**src/rtl/edge_detect_filt_if.sv**
```systemverilog
// Bundle for the filtered multi-channel edge detector: raw inputs and controls in,
// filtered levels, edge pulses and sticky event flags out.
interface edge_detect_filt_if #(
    parameter int SIGCNT = 4
);
    logic                  tick;
    logic [SIGCNT-1:0]     signal_in;
    logic [2*SIGCNT-1:0]   edge_mode;
    logic [SIGCNT-1:0]     event_clr;

    logic [SIGCNT-1:0]     signal_filt;
    logic [SIGCNT-1:0]     detect_pe;
    logic [SIGCNT-1:0]     detect_ne;
    logic [SIGCNT-1:0]     detect_any;
    logic [SIGCNT-1:0]     event_pulse;
    logic [SIGCNT-1:0]     event_sticky;
    logic                  event_any;

    modport master (
        output tick, signal_in, edge_mode, event_clr,
        input  signal_filt, detect_pe, detect_ne, detect_any,
               event_pulse, event_sticky, event_any
    );

    modport slave (
        input  tick, signal_in, edge_mode, event_clr,
        output signal_filt, detect_pe, detect_ne, detect_any,
               event_pulse, event_sticky, event_any
    );
endinterface

```
**src/rtl/edge_detect_filt.sv**
```systemverilog
// Per-channel synchronizer, tick-qualified glitch filter, registered edge pulses
// and mode-gated sticky event flags for slow asynchronous board-status pins.
module edge_detect_filt #(
    parameter int                SIGCNT      = 4,
    parameter logic [SIGCNT-1:0] DEF_INIT    = {SIGCNT{1'b0}},
    parameter int                SYNC_STAGES = 2,
    parameter int                FILT_LEN    = 3
) (
    input  logic               clk,
    input  logic               reset_n,
    edge_detect_filt_if.slave  bus
);
    localparam int            CW       = $clog2(FILT_LEN + 1);
    localparam logic [CW-1:0] CNT_LAST = CW'(FILT_LEN - 1);

    logic [SIGCNT-1:0] w_s;
    logic [SIGCNT-1:0] r_filt;
    logic [SIGCNT-1:0] r_pe;
    logic [SIGCNT-1:0] r_ne;
    logic [SIGCNT-1:0] r_sticky;
    logic [SIGCNT-1:0] w_event_pulse;
    logic [CW-1:0]     r_cnt [SIGCNT];

    generate
        if (SYNC_STAGES == 0) begin : g_nosync
            assign w_s = bus.signal_in;
        end else begin : g_sync
            logic [SIGCNT-1:0] r_sync [SYNC_STAGES];

            always_ff @(posedge clk or negedge reset_n) begin
                if (!reset_n) begin
                    for (int k = 0; k < SYNC_STAGES; k++) r_sync[k] <= DEF_INIT;
                end else begin
                    r_sync[0] <= bus.signal_in;
                    for (int k = 1; k < SYNC_STAGES; k++) r_sync[k] <= r_sync[k-1];
                end
            end

            assign w_s = r_sync[SYNC_STAGES-1];
        end
    endgenerate

    // Filter: any sample equal to the filtered state discards the partial count.
    always_ff @(posedge clk or negedge reset_n) begin
        if (!reset_n) begin
            r_filt <= DEF_INIT;
            r_pe   <= '0;
            r_ne   <= '0;
            for (int i = 0; i < SIGCNT; i++) r_cnt[i] <= '0;
        end else begin
            for (int i = 0; i < SIGCNT; i++) begin
                r_pe[i] <= 1'b0;
                r_ne[i] <= 1'b0;
                if (w_s[i] == r_filt[i]) begin
                    r_cnt[i] <= '0;
                end else if (bus.tick) begin
                    if (r_cnt[i] == CNT_LAST) begin
                        r_cnt[i]  <= '0;
                        r_filt[i] <= w_s[i];
                        r_pe[i]   <= w_s[i];
                        r_ne[i]   <= ~w_s[i];
                    end else begin
                        r_cnt[i] <= r_cnt[i] + 1'b1;
                    end
                end
            end
        end
    end

    always_comb begin
        w_event_pulse = '0;
        for (int i = 0; i < SIGCNT; i++) begin
            w_event_pulse[i] = (bus.edge_mode[2*i]   & r_pe[i]) |
                               (bus.edge_mode[2*i+1] & r_ne[i]);
        end
    end

    // Set wins over clear so an event arriving with the clear is never lost.
    always_ff @(posedge clk or negedge reset_n) begin
        if (!reset_n) begin
            r_sticky <= '0;
        end else begin
            r_sticky <= (r_sticky & ~bus.event_clr) | w_event_pulse;
        end
    end

    assign bus.signal_filt  = r_filt;
    assign bus.detect_pe    = r_pe;
    assign bus.detect_ne    = r_ne;
    assign bus.detect_any   = r_pe | r_ne;
    assign bus.event_pulse  = w_event_pulse;
    assign bus.event_sticky = r_sticky;
    assign bus.event_any    = |r_sticky;
endmodule
```
**src/flat_wrapper.sv**
```systemverilog
// flat-port wrapper written by rule: the top's interface ports become plain ports
module edge_detect_filt_flat 
#(
    parameter int                SIGCNT      = 4,
    parameter logic [SIGCNT-1:0] DEF_INIT    = {SIGCNT{1'b0}},
    parameter int                SYNC_STAGES = 2,
    parameter int                FILT_LEN    = 3
)
  (clk, reset_n, bus_tick, bus_signal_in, bus_edge_mode, bus_event_clr, bus_signal_filt, bus_detect_pe, bus_detect_ne, bus_detect_any, bus_event_pulse, bus_event_sticky, bus_event_any);
  edge_detect_filt_if #(.SIGCNT(SIGCNT)) bus_i ();
  input  logic clk;
  input  logic reset_n;
  input wire logic [$bits(bus_i.tick)-1:0] bus_tick;
  input wire logic [$bits(bus_i.signal_in)-1:0] bus_signal_in;
  input wire logic [$bits(bus_i.edge_mode)-1:0] bus_edge_mode;
  input wire logic [$bits(bus_i.event_clr)-1:0] bus_event_clr;
  output wire logic [$bits(bus_i.signal_filt)-1:0] bus_signal_filt;
  output wire logic [$bits(bus_i.detect_pe)-1:0] bus_detect_pe;
  output wire logic [$bits(bus_i.detect_ne)-1:0] bus_detect_ne;
  output wire logic [$bits(bus_i.detect_any)-1:0] bus_detect_any;
  output wire logic [$bits(bus_i.event_pulse)-1:0] bus_event_pulse;
  output wire logic [$bits(bus_i.event_sticky)-1:0] bus_event_sticky;
  output wire logic [$bits(bus_i.event_any)-1:0] bus_event_any;
  assign bus_i.tick = bus_tick;
  assign bus_i.signal_in = bus_signal_in;
  assign bus_i.edge_mode = bus_edge_mode;
  assign bus_i.event_clr = bus_event_clr;
  assign bus_signal_filt = bus_i.signal_filt;
  assign bus_detect_pe = bus_i.detect_pe;
  assign bus_detect_ne = bus_i.detect_ne;
  assign bus_detect_any = bus_i.detect_any;
  assign bus_event_pulse = bus_i.event_pulse;
  assign bus_event_sticky = bus_i.event_sticky;
  assign bus_event_any = bus_i.event_any;
  edge_detect_filt #(.SIGCNT(SIGCNT), .DEF_INIT(DEF_INIT), .SYNC_STAGES(SYNC_STAGES), .FILT_LEN(FILT_LEN)) u_core (.clk(clk), .reset_n(reset_n), .bus(bus_i));
endmodule
```
**config.mk**
```make
export PLATFORM = sky130hd
export DESIGN_NAME = edge_detect_filt_flat
export DESIGN_NICKNAME = d
export VERILOG_FILES = /design/src/rtl/edge_detect_filt_if.sv /design/src/rtl/edge_detect_filt.sv /design/src/flat_wrapper.sv
export SDC_FILE = /design/constraint.sdc
export NUM_CORES = 1
export LEC_CHECK = 0
export ABC_CLOCK_PERIOD_IN_PS = 1450
export CORE_MARGIN = 5
export CORE_UTILIZATION = 43
export DETAILED_ROUTE_END_ITERATION = 10
export GPL_TIMING_DRIVEN = 1
export HOLD_SLACK_MARGIN = 0.15
export PLACE_DENSITY = 0.83
export SETUP_SLACK_MARGIN = 0.4
export SLEW_MARGIN = 0
export SYNTH_ARGS = -nofsm -noshare
export SYNTH_HDL_FRONTEND = slang
export SYNTH_SLANG_ARGS = --single-unit
```
**constraint.sdc**
```tcl
create_clock -name clk -period 1.45 [get_ports clk]
set_input_delay 0.29 -clock clk [delete_from_list [all_inputs] [get_ports clk]]
set_output_delay 0.29 -clock clk [all_outputs]
set_load 0.005 [all_outputs]
```
### Word level (Yosys, flattened, before mapping)

Index checks and enable logic that the tools add are counted.
Widths: inputs -> output; s select.

| storage, ports and cells | value |
|---|---|
| input port bits | 19 |
| word-level logic and storage cells | 94 |
| register bits | 32 |
| output and inout port bits | 25 |

| operators by class | value |
|---|---|
| equality and inequality tests | 8 |
| reduce and logical (&&, ||, !) cells | 9 |
| $add $sub $neg | 4 |
| bitwise gates (word level) | 24 |
| mux-type cells | 36 |

Operators by type and width:

| kind | number |
|---|---|
| $mux 1 | 24 |
| $mux 2 | 12 |
| $reduce_and 3->1 | 4 |
| $add 2x1->2 const B | 4 |
| $and 1x1->1 | 8 |
| $eq 2x2->1 const B | 4 |
| $not 1->1 | 8 |
| $or 4x4->4 | 2 |
| $reduce_bool 2->1 | 4 |
| $and 4x4->4 | 1 |
| $eq 1x1->1 | 4 |
| $not 4->4 | 1 |
| $or 1x1->1 | 4 |
| $reduce_or 4->1 | 1 |

### Longest topological paths before layout

Gate-level depths: netlist (run 1).

| logic depth | value |
|---|---|
| depth in word-level cells | 4 |
| mapped depth | 3 |
| mapped depth without buffers | 2 |

### Least setup slack after synthesis (run 1)

Ideal clock, no wire load.

| timing path | value |
|---|---|
| kind | reg2reg |
| from | reg u_core.r_cnt[2] (netlist bit) |
| to | reg u_core.r_filt[2] (netlist: u_core.bus.signal_filt[2]) |
| library setup time | 128 ps |
| cell stages (with the launch flop) | 3 |
| slack | 450 ps |
| clock period less this slack | 1,000 ps |
| arrival | 872 ps |
| buffers on the path | 0 |
| data required time | 1,322 ps |
| path through | dfrtp_1 -> nand3b_1 -> mux2_1 |

| on the way | value |
|---|---|
| word-level cells in the longest chain between the ends | 2 |

RTL lines:

| what | line | text |
|---|---|---|
| start, declared | edge_detect_filt.sv:22 | `logic [CW-1:0] r_cnt [SIGCNT];` |
| start signal, assigned by index | edge_detect_filt.sv:63 | `r_cnt[i] <= r_cnt[i] + 1'b1;` |
| $eq 2x2->1 | edge_detect_filt.sv:57 | `if (r_cnt[i] == CNT_LAST) begin` |
| $reduce_and 3->1 (no source line) | - |  |
| end signal, assigned by index | edge_detect_filt.sv:59 | `r_filt[i] <= w_s[i];` |
| end, declared | edge_detect_filt.sv:17 | `logic [SIGCNT-1:0] r_filt;` |

Every way passes these cells.
A chain may end at the register's enable or synchronous reset.

### Final worst setup path (run 1)

| timing path | value |
|---|---|
| from | reg u_core.r_pe[3] (netlist: u_core.bus.detect_pe[3]) |
| to | out bus_event_pulse[3] |

| on the way | value |
|---|---|
| word-level cells in the longest chain between the ends | 2 |

RTL lines:

| what | line | text |
|---|---|---|
| start, declared | edge_detect_filt.sv:18 | `logic [SIGCNT-1:0] r_pe;` |
| start signal, assigned by index | edge_detect_filt.sv:60 | `r_pe[i] <= w_s[i];` |
| $and 1x1->1 | edge_detect_filt.sv:73 | `w_event_pulse[i] = (bus.edge_mode[2*i] & r_pe[i]) \|` |
| $or 1x1->1 | edge_detect_filt.sv:73 |  |
| end, declared | flat_wrapper.sv:21 | `output wire logic [$bits(bus_i.event_pulse)-1:0] bus_event_pulse;` |

Every way passes these cells.

==> results.py, run 1 <==
metrics = {
    "global_route": {
        "grt_max_degree": 33,
        "antenna_found_initial": 0,
        "grt.total_usage_pct": 15.3,
        "overflow": 0,
        "grt_pass1_wl_um": 4950,
        "grt_pass1_vias": 1104,
    },
    "pwr": {
        "power_mw": 2.68,
        "clkPwrFrac_pct": 19.1,
        "switching_share_pct": 28.5,
        "p_comb_share_pct": 36.8,
        "ir_drop_v": 0.00112,
        "p_switching_uw": 765,
        "power_leakage_nw": 0.989,
        "power_density_mw_per_mm2": 1320,
        "intPower_mw": 1.92,
        "share_seq_of_total_power_pct": 44.1,
    },
    "clocking": {
        "cts_sinks": 32,
        "cts_tree": "done",
        "clockRootBuffer": "clkbuf_4",
        "numCtsBuffers": 5,
        "worstSkewPairLatency_ps": 320,
        "clockBufferDepth": 2,
        "h-tree-depth": 2,
        "clk_pin_slew_ps": 90,
    },
    "detailed_routing": {
        "drt_first_pass_iters": 4,
        "met2_length_um": 1520,
        "top_layer_used": "met4",
        "drc": 0,
        "routedWlPerCell_um": 14.6,
        "antenna_left": 0,
        "vias": 1035,
        "routed_wirelength_um": 2950,
        "drt_iter0_markers": 13,
        "via_per_inst": 5.12,
        "wl_met1_um": 1150,
        "routed-wl-met3_um": 231,
    },
    "synthesis": {
        "syn_area_sq_mm": 0.00125,
        "ys_warn_count": 0,
        "syn_nets": 114,
        "synth_seq_cells": 32,
        "postSynthCellCount": 95,
        "syn_area_per_cell_sq_um": 13.1,
        "synth_cell_types": 15,
        "synth.yosys.seq_area_share_pct": 64.1,
    },
    "cells_and_area": {
        "diodes": 0,
        "layout_common_cells": "dfrtp_1, buf_2, buf_4",
        "nFillCells": 196,
        "layout-drive-gt1-share_pct": 48.5,
        "fin_util_pct": 73.1,
        "layout.nets": 189,
        "final_common_cell": "dfrtp_1",
        "layout.cells.non_filler": 202,
        "seq_area_sq_um": 801,
        "fin_area_sq_mm": 0.00203,
        "area_delta_synth_final_pct": 62.9,
        "multi_input_area_sq_um": 539,
    },
    "place": {
        "dpl_cell_area_sq_mm": 0.00178,
        "dp_cells": 175,
        "dp_slack_ps": -290,
        "place_congestion": 0.707,
        "io_buffers": 43,
        "hpwl_um": 1970,
    },
    "floorplanning": {
        "die-area_sq_mm": 0.00408,
        "io_pins": 44,
        "start_util_pct": 44.9,
        "rows": 19,
        "core_sq_mm": 0.00278,
        "die_y_um": 63.9,
        "die_w_um": 63.9,
    },
    "sta": {
        "rsz0062_at_grt": "true",
        "setup_slack_ps": -36.0,
        "max_freq_mhz": 673,
        "min_period_over_period_pct": 102,
        "setup_viol": 3,
        "worst_slew_pin_slew_ps": 245,
        "tns_ps": -71.9,
        "hold_viol": 0,
        "worst_clock_skew_ps": 6.83,
        "slew_viol_final": 0,
        "holdWs_ps": 315,
        "max-slew-margin-rel_pct": 83.7,
        "fin_crit_ps": 1490,
    },
    "min_path": {
        "hp-class": "in -> async",
    },
    "run_status": {
        "violations": "setup timing",
        "outcome": "finished, violations left",
    },
    "setup_path": {
        "timing.rr.start": "u_core.bus.detect_pe[0]$_DFF_PN0_",
        "worstPathCellList": "buf_4 -> a22o_1 -> buf_2",
        "arrival_ps": 1200,
        "start_kind": "register",
        "critPathKind": "reg -> out",
        "critPathCaptureType": "output pin",
        "path_max_fanout": 2,
        "startpoint": "u_core.bus.detect_pe[3]$_DFF_PN0_",
        "cp_data_required_time_ps": 1160,
        "crit_slowest_cell": "dfrtp_1",
        "cp_slowest_stage_delay_ps": 380,
    },
    "flow_run": {
        "drv_cap": 0,
    },
}
state kept, by name, indices dropped and copies added (netlist names):
| signal | count |
|---|---|
| u_core.g_sync.r_sync | 4 |
| u_core.bus.signal_filt | 4 |
| u_core.bus.event_sticky | 4 |
| u_core.w_s | 4 |
| u_core.r_cnt | 8 |
| u_core.bus.detect_pe | 4 |
| u_core.bus.detect_ne | 4 |
Yosys cell counts:
| master | number | area share, % |
|---|---|---|
| a21oi_1 | 8 | 3.2 |
| a22o_1 | 4 | 2.8 |
| buf_4 | 1 | 0.60 |
| clkbuf_1 | 1 | 0.30 |
| dfrtp_1 | 32 | 64 |
| inv_1 | 4 | 1.2 |
| mux2_1 | 4 | 3.6 |
| nand2b_1 | 8 | 4.0 |
| nand3b_1 | 8 | 4.8 |
| nand4_1 | 1 | 0.50 |
| nor3b_1 | 8 | 4.8 |
| o21bai_1 | 4 | 2.4 |
| or2_2 | 4 | 2.0 |
| or3b_1 | 4 | 2.8 |
| xnor2_1 | 4 | 2.8 |
path summary, 6_finish.rpt:
check / endpoint / slack [ps] / depth (start not counted)
max in group asynchronous: u_core.bus.detect_pe[2]$_DFF_PN0_ / 960 / 2
min in group clk: u_core.w_s[1]$_DFF_PN0_ / 360 / 0
worst max-delay path: bus_event_pulse[3] / -40 / 3
worst max register to register: u_core.bus.event_sticky[0]$_DFF_PN0_ / 350 / 4
worst min-delay path: u_core.bus.detect_pe[3]$_DFF_PN0_ / 320 / 2
worst min register to register: u_core.w_s[1]$_DFF_PN0_ / 360 / 0
cells by family (layout without fill, tap and decap cells):
logic type	Yosys count	in the layout	synth area share (%)
buffers and inverters	6	82	2.10
AOI/OAI and AO/OA	16	16	8.42
xor gates and xnor gates	4	4	2.81
muxes	4	4	3.61
DFF	32	32	64.1
and+or+nand+nor	33	33	18.9
critical path: cells and delay by family, from the launching register on:
family	cells	cell delay, ps
buf+inv	2	260
flops	1	380
compound gates	1	230
layout make-up:
cell class / instances / share of cell area [%]
repair buffers: 70 / 28.4
flip-flops and latches: 32 / 39.4
multi-input cells: 57 / 26.5
clock buffers: 8 / 2.89
inverters: 4 / 0.984
well taps: 31 / 1.91
power by group through the flow:
stage	clock [mW]	sequential [mW]	combinational, mW
after floorplan	0	1.21	0.289
after global placement	0	1.21	0.593
after detailed placement	0	1.24	0.616
after CTS	0.527	1.17	0.724
after global routing	0.578	1.21	1.08
final	0.512	1.18	0.986
what timing repair did:
| action | CTS | global route |
|---|---|---|
| hold buffers | 0 | 0 |
| endpoints found under the hold margin | 0 | 0 |
| endpoints found under the setup margin | 41 | 42 |
| buffers inserted | 14 | 5 |
| pin swaps | 5 | 8 |
| gates resized for setup | 116 | 26 |
metal layers:
metal | GRT usage, % | vias to the layer above
met5 | 0 | -
met4 | 6.23 | 0
met3 | 5.60 | 7
met2 | 26.8 | 40
met1 | 16.5 | 508
li1 | - | 480
(Power assumes the default switching activity.)
==> run 2, diff against run 1 <==
Settings changed: CTS_BUF_LIST set to sky130_fd_sc_hd__clkbuf_16.
==> run 2 against run 1 <==
- the run now ends clean
- global-route usage fell by 0.14 points
- sequential power barely moved
- critical endpoint unchanged
- clock skew fell by 4.2 ps
- power rose by 10%
- largest cell class unchanged
- critical path depth fell by 1
==> results.py, run 2 (synthesized netlist as in run 1, its figures left out) <==
metrics = {
    "setup_path": {
        "path_max_fanout": 3,
        "cp_num_buf_inv": 1,
        "path_delay_family": "flip-flops",
        "cp_slowest_stage_delay_ps": 390,
        "start_kind": "register",
        "critPathKind": "reg -> out",
        "crit_slowest_cell": "dfrtp_1",
        "arrival_ps": 1040,
        "worstPathCellList": "a22o_1 -> buf_2",
        "cp_data_required_time_ps": 1160,
        "critPathCaptureType": "output pin",
    },
    "global_route": {
        "antenna_found_initial": 0,
        "grt_pass1_vias": 1087,
        "grt_max_degree": 33,
        "grt.total_usage_pct": 15.1,
        "grt_pass1_wl_um": 4920,
        "overflow": 0,
    },
    "cells_and_area": {
        "final_common_cell": "dfrtp_1",
        "layout-drive-gt1-share_pct": 43.1,
        "layout_common_cells": "dfrtp_1, buf_2, buf_4",
        "fin_area_sq_mm": 0.00202,
        "top_register": "u_core.r_cnt",
        "layout.nets": 185,
        "largest_reg_flops": 8,
        "fin_util_pct": 72.6,
        "area_delta_synth_final_pct": 61.7,
        "diodes": 0,
    },
    "clocking": {
        "numCtsBuffers": 5,
        "postCtsHoldBufs": 0,
        "cts_tree": "done",
        "clockRootBuffer": "clkbuf_16",
        "clockBufferDepth": 2,
        "worstSkewPairLatency_ps": 270,
        "h-tree-depth": 2,
        "cts_sinks": 32,
        "clk_pin_slew_ps": 50,
    },
    "detailed_routing": {
        "drc": 0,
        "antenna_left": 0,
        "via_per_inst": 5.09,
        "drt_iter0_markers": 7,
        "drt_first_pass_iters": 4,
        "routedWlPerCell_um": 14.7,
        "vias": 1008,
        "routed_wirelength_um": 2910,
    },
    "floorplanning": {
        "start_util_pct": 44.9,
        "die_y_um": 63.9,
        "die-area_sq_mm": 0.00408,
        "rows": 19,
        "die_w_um": 63.9,
        "core_sq_mm": 0.00278,
        "io_pins": 44,
    },
    "place": {
        "io_buffers": 43,
        "hpwl_um": 1970,
        "dpl_cell_area_sq_mm": 0.00178,
        "place_congestion": 0.707,
        "dp_slack_ps": -290,
    },
    "sta": {
        "worst_slew_pin_slew_ps": 253,
        "max-slew-margin-rel_pct": 83.0,
        "max_freq_mhz": 751,
        "tns_ps": 0,
        "hold_viol": 0,
        "min_period_over_period_pct": 91.8,
        "worst_clock_skew_ps": 2.62,
        "setup_viol": 0,
        "holdWs_ps": 347,
        "setup_slack_ps": 119,
        "fin_crit_ps": 1330,
        "rsz0062_at_grt": "true",
        "slew_viol_final": 0,
    },
    "run_status": {
        "outcome": "complete, no violations",
    },
    "min_path": {
        "hp-class": "reg -> reg",
    },
    "pwr": {
        "ir_drop_v": 0.00154,
        "power_leakage_nw": 1.00,
        "power_density_mw_per_mm2": 1460,
    },
    "flow_run": {
        "drv_cap": 0,
    },
}
==> run 2: changes by cell type in the layout (fill, tap and decap cells not counted), sizes merged <==
cell / before / now
clkinv: 0 / 1
clkbuf: 8 / 6
dlygate4sd2: 1 / 6
clkdlybuf4s50: 17 / 10
buf: 52 / 47
inv: 4 / 6
dlymetal6s2s: 0 / 2
==> run 2: path summary, 6_finish.rpt <==
kind | startpoint | endpoint | slack (ps) | cells after the start
max in group asynchronous | reset_n | u_core.bus.event_sticky[3]$_DFF_PN0_ | 890 | 2
worst max-delay path | u_core.bus.detect_pe[3]$_DFF_PN0_ | bus_event_pulse[3] | 120 | 2
worst max register to register | u_core.bus.detect_pe[0]$_DFF_PN0_ | u_core.bus.event_sticky[0]$_DFF_PN0_ | 350 | 4
min in group asynchronous | reset_n | u_core.bus.signal_filt[0]$_DFFE_PN0P_ | 400 | 2
worst min register to register | u_core.g_sync.r_sync[5]$_DFF_PN0_ | u_core.w_s[1]$_DFF_PN0_ | 350 | 0
worst min-delay path | u_core.g_sync.r_sync[5]$_DFF_PN0_ | u_core.w_s[1]$_DFF_PN0_ | 350 | 0
==> run 2: metal layers <==
layer	global-route usage [%]	part of all wire [%]
met5	0	0
met4	7.79	2.5
met3	5.78	7.7
met2	25.4	49
met1	16.6	41
==> run 2: cell type report <==
cell class	instances	area (sq um)
timing repair buffer	66	534
tap	31	38.8
inverter	4	15.0
fill	190	762
clock buffer	5	125
multi-input combinational	57	494
sequential	32	801
clock inverter	3	11.3
==> run 2: what timing repair did <==
item                                    4_1_cts  5_1_grt
pin swaps                                     7        6
setup buffers                                11        4
endpoints found under the setup margin       41       39
gates resized for setup                     118       19
==> run 2: metrics by stage <==
stage,power [mW],std cells
after floorplan,1.50,95
after global placement,1.81,175
after detailed placement,1.86,175
after CTS,2.85,194
after global routing,3.12,198
final,2.96,198
==> run 2: power breakdown <==
group	total, mW	internal [mW]	leakage (nW)	switching [mW]
Combinational	0.815	0.492	0.513	0.323
Sequential	1.19	1.06	0.417	0.128
Clock	0.955	0.615	0.0738	0.340
==> run 3, diff against run 2 <==
Settings changed: PLACE_DENSITY 0.83 to 0.77.
==> run 3 against run 2 <==
- register-to-register slack worse by 20 ps
- power increased by 1.1%
- clock skew is 1.5 ps lower
- flip-flop and latch count did not move
- sequential power barely moved
- utilization is essentially flat
- critical endpoint unchanged
- highest routed layer unchanged
==> results.py, run 3 (synthesized netlist as in run 1, its figures left out) <==
metrics = {
    "global_route": {
        "grt.total_usage_pct": 15.0,
        "grt_pass1_vias": 1032,
        "grt_pass1_wl_um": 4800,
        "met3_usage_pct": 7.01,
        "antenna_found_initial": 0,
        "overflow": 0,
        "grt_max_degree": 33,
        "met2_usage_pct": 27.1,
        "grt-busiest-layer": "met2",
        "use_met1_pct": 15.4,
    },
    "sta": {
        "fin_crit_ps": 1320,
        "tns_ps": 0,
        "slew_viol_final": 0,
        "worst_clock_skew_ps": 1.16,
        "rsz0062_at_grt": "true",
        "min_period_over_period_pct": 91.0,
        "hold_viol": 0,
        "worst_slew_pin_slew_ps": 234,
        "max_freq_mhz": 758,
        "setup_slack_ps": 130,
        "setup_viol": 0,
        "max-slew-margin-rel_pct": 84.3,
    },
    "clocking": {
        "cts_tree": "done",
        "clk_pin_slew_ps": 50,
        "h-tree-depth": 2,
        "worstSkewPairLatency_ps": 270,
        "cts_sinks": 32,
        "clockBufferDepth": 2,
        "numCtsBuffers": 5,
        "postCtsHoldBufs": 0,
        "clockRootBuffer": "clkbuf_16",
    },
    "detailed_routing": {
        "routed_wirelength_um": 2900,
        "routedWlPerCell_um": 14.6,
        "drt_first_pass_iters": 4,
        "via_per_inst": 5.00,
        "vias": 990,
        "drt_iter0_markers": 13,
        "drc": 0,
        "antenna_left": 0,
    },
    "flow_run": {
        "drv_cap": 0,
    },
    "setup_path": {
        "cp_data_required_time_ps": 1160,
        "crit_slowest_cell": "dfrtp_1",
        "cp_slowest_stage_delay_ps": 390,
        "timing.rr.start": "u_core.bus.detect_pe[0]$_DFF_PN0_",
        "critPathKind": "reg -> out",
        "r2r-end": "u_core.bus.event_sticky[0]$_DFF_PN0_",
        "reg2reg_depth": 4,
        "startpoint": "u_core.bus.detect_pe[3]$_DFF_PN0_",
        "start_kind": "register",
        "r2r_slack_ps": 330,
        "critPathCaptureType": "output pin",
        "crit_end": "bus_event_pulse[3]",
        "worstPathCellList": "a22o_1 -> buf_2",
        "path_max_fanout": 3,
        "arrival_ps": 1030,
    },
    "min_path": {
        "worstHoldStart": "u_core.g_sync.r_sync[6]$_DFF_PN0_",
        "hp-class": "reg -> reg",
    },
    "floorplanning": {
        "die_y_um": 63.9,
        "start_util_pct": 44.9,
        "die-area_sq_mm": 0.00408,
        "rows": 19,
        "core_sq_mm": 0.00278,
        "die_w_um": 63.9,
        "io_pins": 44,
    },
    "pwr": {
        "power_mw": 2.99,
        "ir_drop_v": 0.00146,
        "clkPwrFrac_pct": 31.6,
        "p_comb_share_pct": 29.1,
        "switching_share_pct": 26.0,
        "share_seq_of_total_power_pct": 39.3,
        "intPower_mw": 2.21,
        "power_leakage_nw": 0.995,
        "power_density_mw_per_mm2": 1480,
        "p_switching_uw": 777,
    },
    "place": {
        "place_congestion": 0.673,
        "hpwl_um": 1980,
        "io_buffers": 43,
        "dp_slack_ps": -287,
    },
    "cells_and_area": {
        "final_common_cell": "dfrtp_1",
        "largest_reg_flops": 8,
        "top_register": "u_core.r_cnt",
        "layout_common_cells": "dfrtp_1, buf_2, buf_4",
        "layout-drive-gt1-share_pct": 42.5,
        "area_delta_synth_final_pct": 61.6,
        "diodes": 0,
        "layout.nets": 185,
    },
    "run_status": {
        "outcome": "complete, no violations",
    },
}
run 3: how the worst min path moves through the flow:
stage | to | slack, ps | cells after the start
after floorplan | u_core.bus.detect_ne[0]$_DFF_PN0_ | -6 | 0
after global placement | u_core.w_s[1]$_DFF_PN0_ | 330 | 0
after detailed placement | u_core.w_s[1]$_DFF_PN0_ | 340 | 0
after CTS | u_core.w_s[2]$_DFF_PN0_ | 350 | 0
after global routing | u_core.w_s[2]$_DFF_PN0_ | 350 | 0
final | u_core.w_s[2]$_DFF_PN0_ | 350 | 0
run 3: per-stage QoR:
stage	utilization (%)	area (sq um)	std cells	hold WS [ps]
floorplan	-	1250	95	-5.59
global placement	63.7	1770	174	333
detailed placement	63.7	1770	174	340
CTS	69.9	1940	196	346
global route	72.6	2020	198	350
finish	72.6	2020	198	345
run 3: layer usage:
layer | vias to the layer above | part of all wire (%)
met5 | - | 0
met4 | 0 | 1.0
met3 | 3 | 7.2
met2 | 27 | 55
met1 | 485 | 37
li1 | 475 | -
run 3: worst max-delay path: cells and delay by family (launching register included):
kind,cells,cell delay [ps]
DFF,1,390
AOI/OAI and AO/OA,1,230
buffers and inverters,1,130
run 3: final cells by class:
| cell class | instances | area, sq um |
|---|---|---|
| Clock buffer | 5 | 125 |
| Clock inverter | 3 | 11.3 |
| Fill cell | 196 | 763 |
| Inverter | 4 | 15.0 |
| Multi-Input combinational cell | 57 | 485 |
| Sequential cell | 32 | 801 |
| Tap cell | 31 | 38.8 |
| Timing Repair Buffer | 66 | 542 |
run 3: power groups by stage:
stage | sequential (mW) | combinational (mW) | clock (mW)
6_report | 1.17 | 0.870 | 0.944
5_1_grt | 1.20 | 0.950 | 1.02
4_1_cts | 1.17 | 0.778 | 0.969
3_5_place_dp | 1.24 | 0.611 | 0
3_3_place_gp | 1.21 | 0.589 | 0
2_1_floorplan | 1.21 | 0.289 | 0
run 3: timing repair:
item / CTS / global route
pin swaps: 6 / 6
setup endpoints to repair: 42 / 39
setup buffers: 14 / 2
gates resized for setup: 117 / 17
==> RTL edit 1, RTL diff (config.mk and constraints of run 1) <==
`FILT_LEN` is set to 3 in 2 places; all go to 5.
--- a/src/rtl/edge_detect_filt.sv
+++ b/src/rtl/edge_detect_filt.sv
@@ -4,7 +4,7 @@
     parameter int                SIGCNT      = 4,
     parameter logic [SIGCNT-1:0] DEF_INIT    = {SIGCNT{1'b0}},
     parameter int                SYNC_STAGES = 2,
-    parameter int                FILT_LEN    = 3
+    parameter int                FILT_LEN    = 5
 ) (
     input  logic               clk,
     input  logic               reset_n,
--- a/src/flat_wrapper.sv
+++ b/src/flat_wrapper.sv
@@ -4,7 +4,7 @@
     parameter int                SIGCNT      = 4,
     parameter logic [SIGCNT-1:0] DEF_INIT    = {SIGCNT{1'b0}},
     parameter int                SYNC_STAGES = 2,
-    parameter int                FILT_LEN    = 3
+    parameter int                FILT_LEN    = 5
 )
   (clk, reset_n, bus_tick, bus_signal_in, bus_edge_mode, bus_event_clr, bus_signal_filt, bus_detect_pe, bus_detect_ne, bus_detect_any, bus_event_pulse, bus_event_sticky, bus_event_any);
   edge_detect_filt_if #(.SIGCNT(SIGCNT)) bus_i ();
Function: changed (Yosys sat finds a counterexample within 10 cycles, from zero or initial values and one cycle with reset_n low).
==> RTL edit 1 against run 1 <==
  * The run still ends with setup timing left
  * Maximum frequency grew 2.2%
  * Total power grew 1.6%
  * Worst setup slack gained 0.032 ns
  * Wire length grew 75%
  * Sequential cell count grew 4
  * Area after synthesis grew 27%
  * Final area grew 32%
  * Synthesized cell count grew 36%
  * Worst hold slack gained 0.028 ns
  * Largest power group unchanged
  * Highest routed layer unchanged
==> RTL edit 1: results (changes against run 1) <==
status complete, but fails checks (unchanged); violated checks setup timing (unchanged); Yosys top cell area share 56.7% (was 64.1%); Final GP Congestion 0.791 (was 0.707); layout clock buffer count 5 (was 8); FF/Latch Area 901 um2 (was 801 um2); Peak supply drop 0.469 mV (was 1.12 mV); Final non-clock buffer share 27.4% (was 28.4%); clock root buffer clkbuf_8 (was clkbuf_4); Setup TNS Final -0.00541 ns (was -0.0719 ns); met3 wire length 308 um (was 231 um); final setup violation count 2 (was 3); DP Cell Count 224 (was 175); Area contributors post-synth dfrtp_1, ha_1, mux2_4 (was dfrtp_1, nand3b_1, nor3b_1); 1st-iter DRT viols 134 (was 13); GR Util met1 15.9% (was 16.5%); post-route setup slack -0.00374 ns (was -0.0360 ns); CTS clock-pin slew for the worst setup and hold paths 0.07 ns (was 0.09 ns); latest clock arrival within the worst-skew pair 0.30 ns (was 0.32 ns); DR WL met2 2890 um (was 1520 um); Mean Syn Cell Area 12.3 um2 (was 13.1 um2); DP Area 2130 um2 (was 1780 um2); met3 GRT Util 6.68% (was 5.60%); Seq pwr share 43.7% (was 44.1%); Largest register FFs 12 (was 8); fin cells 261 (was 202); register area share after synthesis 56.7% (was 64.1%); Final nets 242 (was 189); Clock Skews 0.00801 ns (was 0.00683 ns); Layout fillers 210 (was 196)
## RTL edit 1: worst paths after layout
| check | to | cells after the start | slack, ns |
|---|---|---|---|
| worst min-delay path | u_core.w_s[0]$_DFF_PN0_ | 0 | 0.34 |
| min in group asynchronous | u_core.r_cnt[3]$_DFFE_PN0P_ | 2 | 0.36 |
| worst max register to register | u_core.bus.signal_filt[1]$_DFFE_PN0P_ | 4 | 0.24 |
| worst min register to register | u_core.w_s[0]$_DFF_PN0_ | 0 | 0.34 |
| worst max-delay path | bus_detect_any[3] | 3 | -0.004 |
| max in group asynchronous | u_core.r_cnt[0]$_DFFE_PN0P_ | 2 | 0.90 |
## RTL edit 1: worst register-to-register path, stage by stage (launching register included)
cell     delay [ns]
dfrtp_1        0.42
inv_2          0.10
ha_4           0.16
nand3_4        0.10
mux2_4         0.31
==> RTL edit 2, RTL diff (settings of run 1) <==
Without the edit above. Make the reset (`reset_n`) synchronous in 3 clocked blocks. Comments in the files are not updated.
--- a/src/rtl/edge_detect_filt.sv
+++ b/src/rtl/edge_detect_filt.sv
@@ -27,7 +27,7 @@
         end else begin : g_sync
             logic [SIGCNT-1:0] r_sync [SYNC_STAGES];
 
-            always_ff @(posedge clk or negedge reset_n) begin
+            always_ff @(posedge clk) begin
                 if (!reset_n) begin
                     for (int k = 0; k < SYNC_STAGES; k++) r_sync[k] <= DEF_INIT;
                 end else begin
@@ -41,7 +41,7 @@
     endgenerate
 
     // Filter: any sample equal to the filtered state discards the partial count.
-    always_ff @(posedge clk or negedge reset_n) begin
+    always_ff @(posedge clk) begin
         if (!reset_n) begin
             r_filt <= DEF_INIT;
             r_pe   <= '0;
@@ -76,7 +76,7 @@
     end
 
     // Set wins over clear so an event arriving with the clear is never lost.
-    always_ff @(posedge clk or negedge reset_n) begin
+    always_ff @(posedge clk) begin
         if (!reset_n) begin
             r_sticky <= '0;
         end else begin
Function: differs if reset_n is asserted again (counterexample within 10 cycles, from zero or initial values and one cycle with reset_n low); with reset_n held inactive, the same outputs for 10 cycles.
==> RTL edit 2 against run 1 <==
  * The run still ends with setup timing left
  * Worst setup slack worse by 0.13 ns
  * Final area increased by 30%
  * Sequential share of layout area shrank 11 points
  * Wire length rose by 75%
  * Area after synthesis increased by 8.8%
  * Sequential cell count unchanged
  * Die area increased by 7.4%
  * Critical path type unchanged
  * Critical endpoint is now bus_event_any
Power is not compared: it rests on default switching activity, and its combinational part moved more than twofold at a synthesized area within 25%.
==> RTL edit 2: results (changes against run 1) <==
WHS 0.455 ns (was 0.315 ns); Clock Skews 0.0204 ns (was 0.00683 ns); CTS clock-pin slew for the worst setup and hold paths 0.12 ns (was 0.09 ns); RR Endpoint u_core.r_cnt[1][0]$_SDFFCE_PN0P_ (was u_core.bus.event_sticky[0]$_DFF_PN0_); Post CTS Setup Buffer Count 26 (was 14); WL final 5180 um (was 2950 um); FF/Latch Area 742 um2 (was 801 um2); DRT met1 WL 2080 um (was 1150 um); count of different cell masters after synthesis 27 (was 15); first-pass GRT wire length 6460 um (was 4950 um); Final nets 229 (was 189); final setup violation count 5 (was 3); met2 GRT Util 36.4% (was 26.8%); R2R cell count 3 (was 4); 1st-iter DRT viols 54 (was 13); met3 GRT Util 7.48% (was 5.60%); GRT Total Usage 20.7% (was 15.3%); Final GP Congestion 0.645 (was 0.707); largest net degree at the start of global routing 11 (was 33); latest clock arrival within the worst-skew pair 0.36 ns (was 0.32 ns); Mapped Nets 143 (was 114); violated checks setup timing (unchanged); DP Wirelength 2160 um (was 1970 um); post-route setup slack -0.168 ns (was -0.0360 ns); status complete, but fails checks (unchanged); delay of the slowest critical-path stage 0.53 ns (was 0.38 ns); Synth top cells by count dfxtp_1, and2_1, edfxtp_1, nor4_1 (was dfrtp_1, a21oi_1, nand2b_1, nand3b_1, nor3b_1); vias in the first global route 1285 (was 1104); worst reg2reg path startpoint u_core.r_cnt[1][1]$_SDFFCE_PN0P_ (was u_core.bus.detect_pe[0]$_DFF_PN0_); critical path's slowest cell or4_4 (was dfrtp_1); Post-synth ARST share 0% (was 100%); Area contributors post-synth dfxtp_1, edfxtp_1, ha_1 (was dfrtp_1, nand3b_1, nor3b_1); r2r setup slk 0.06 ns (was 0.35 ns); DR WL met2 2700 um (was 1520 um); CP endpoint bus_event_any (was bus_event_pulse[3]); post_cts resized 171 (was 116); met3 wire length 266 um (was 231 um); pre-CTS WS -0.301 ns (was -0.290 ns)
-- RTL edit 2: cell count changes after synthesis, moves of 5 or more --
cell,before,now
and2_1,0,8
dfrtp_1,32,0
dfxtp_1,0,24
edfxtp_1,0,8
ha_1,0,7
nand2b_1,8,3
nand3_1,0,5
nand3b_1,8,0
nor4_1,0,8
-- RTL edit 2: logic make-up (layout without fill, tap and decap cells) --
family / Yosys count / in the layout / synth area share (%)
AOI/OAI and AO/OA: 19 / 19 / 11.1
xor gates and xnor gates: 4 / 4 / 2.58
adders and majority gates: 7 / 7 / 6.45
buffers and inverters: 9 / 96 / 4.23
DFF: 32 / 32 / 53.0
and+or+nand+nor: 46 / 46 / 22.6
-- RTL edit 2: cell type report --
type / count / share of cell area [%]
clock buffers: 7 / 2.46
repair buffers: 83 / 29.2
well taps: 44 / 2.08
flip-flops and latches: 32 / 28.0
multi-input cells: 76 / 36.4
clock inverters: 1 / 1.13
inverters: 5 / 0.803
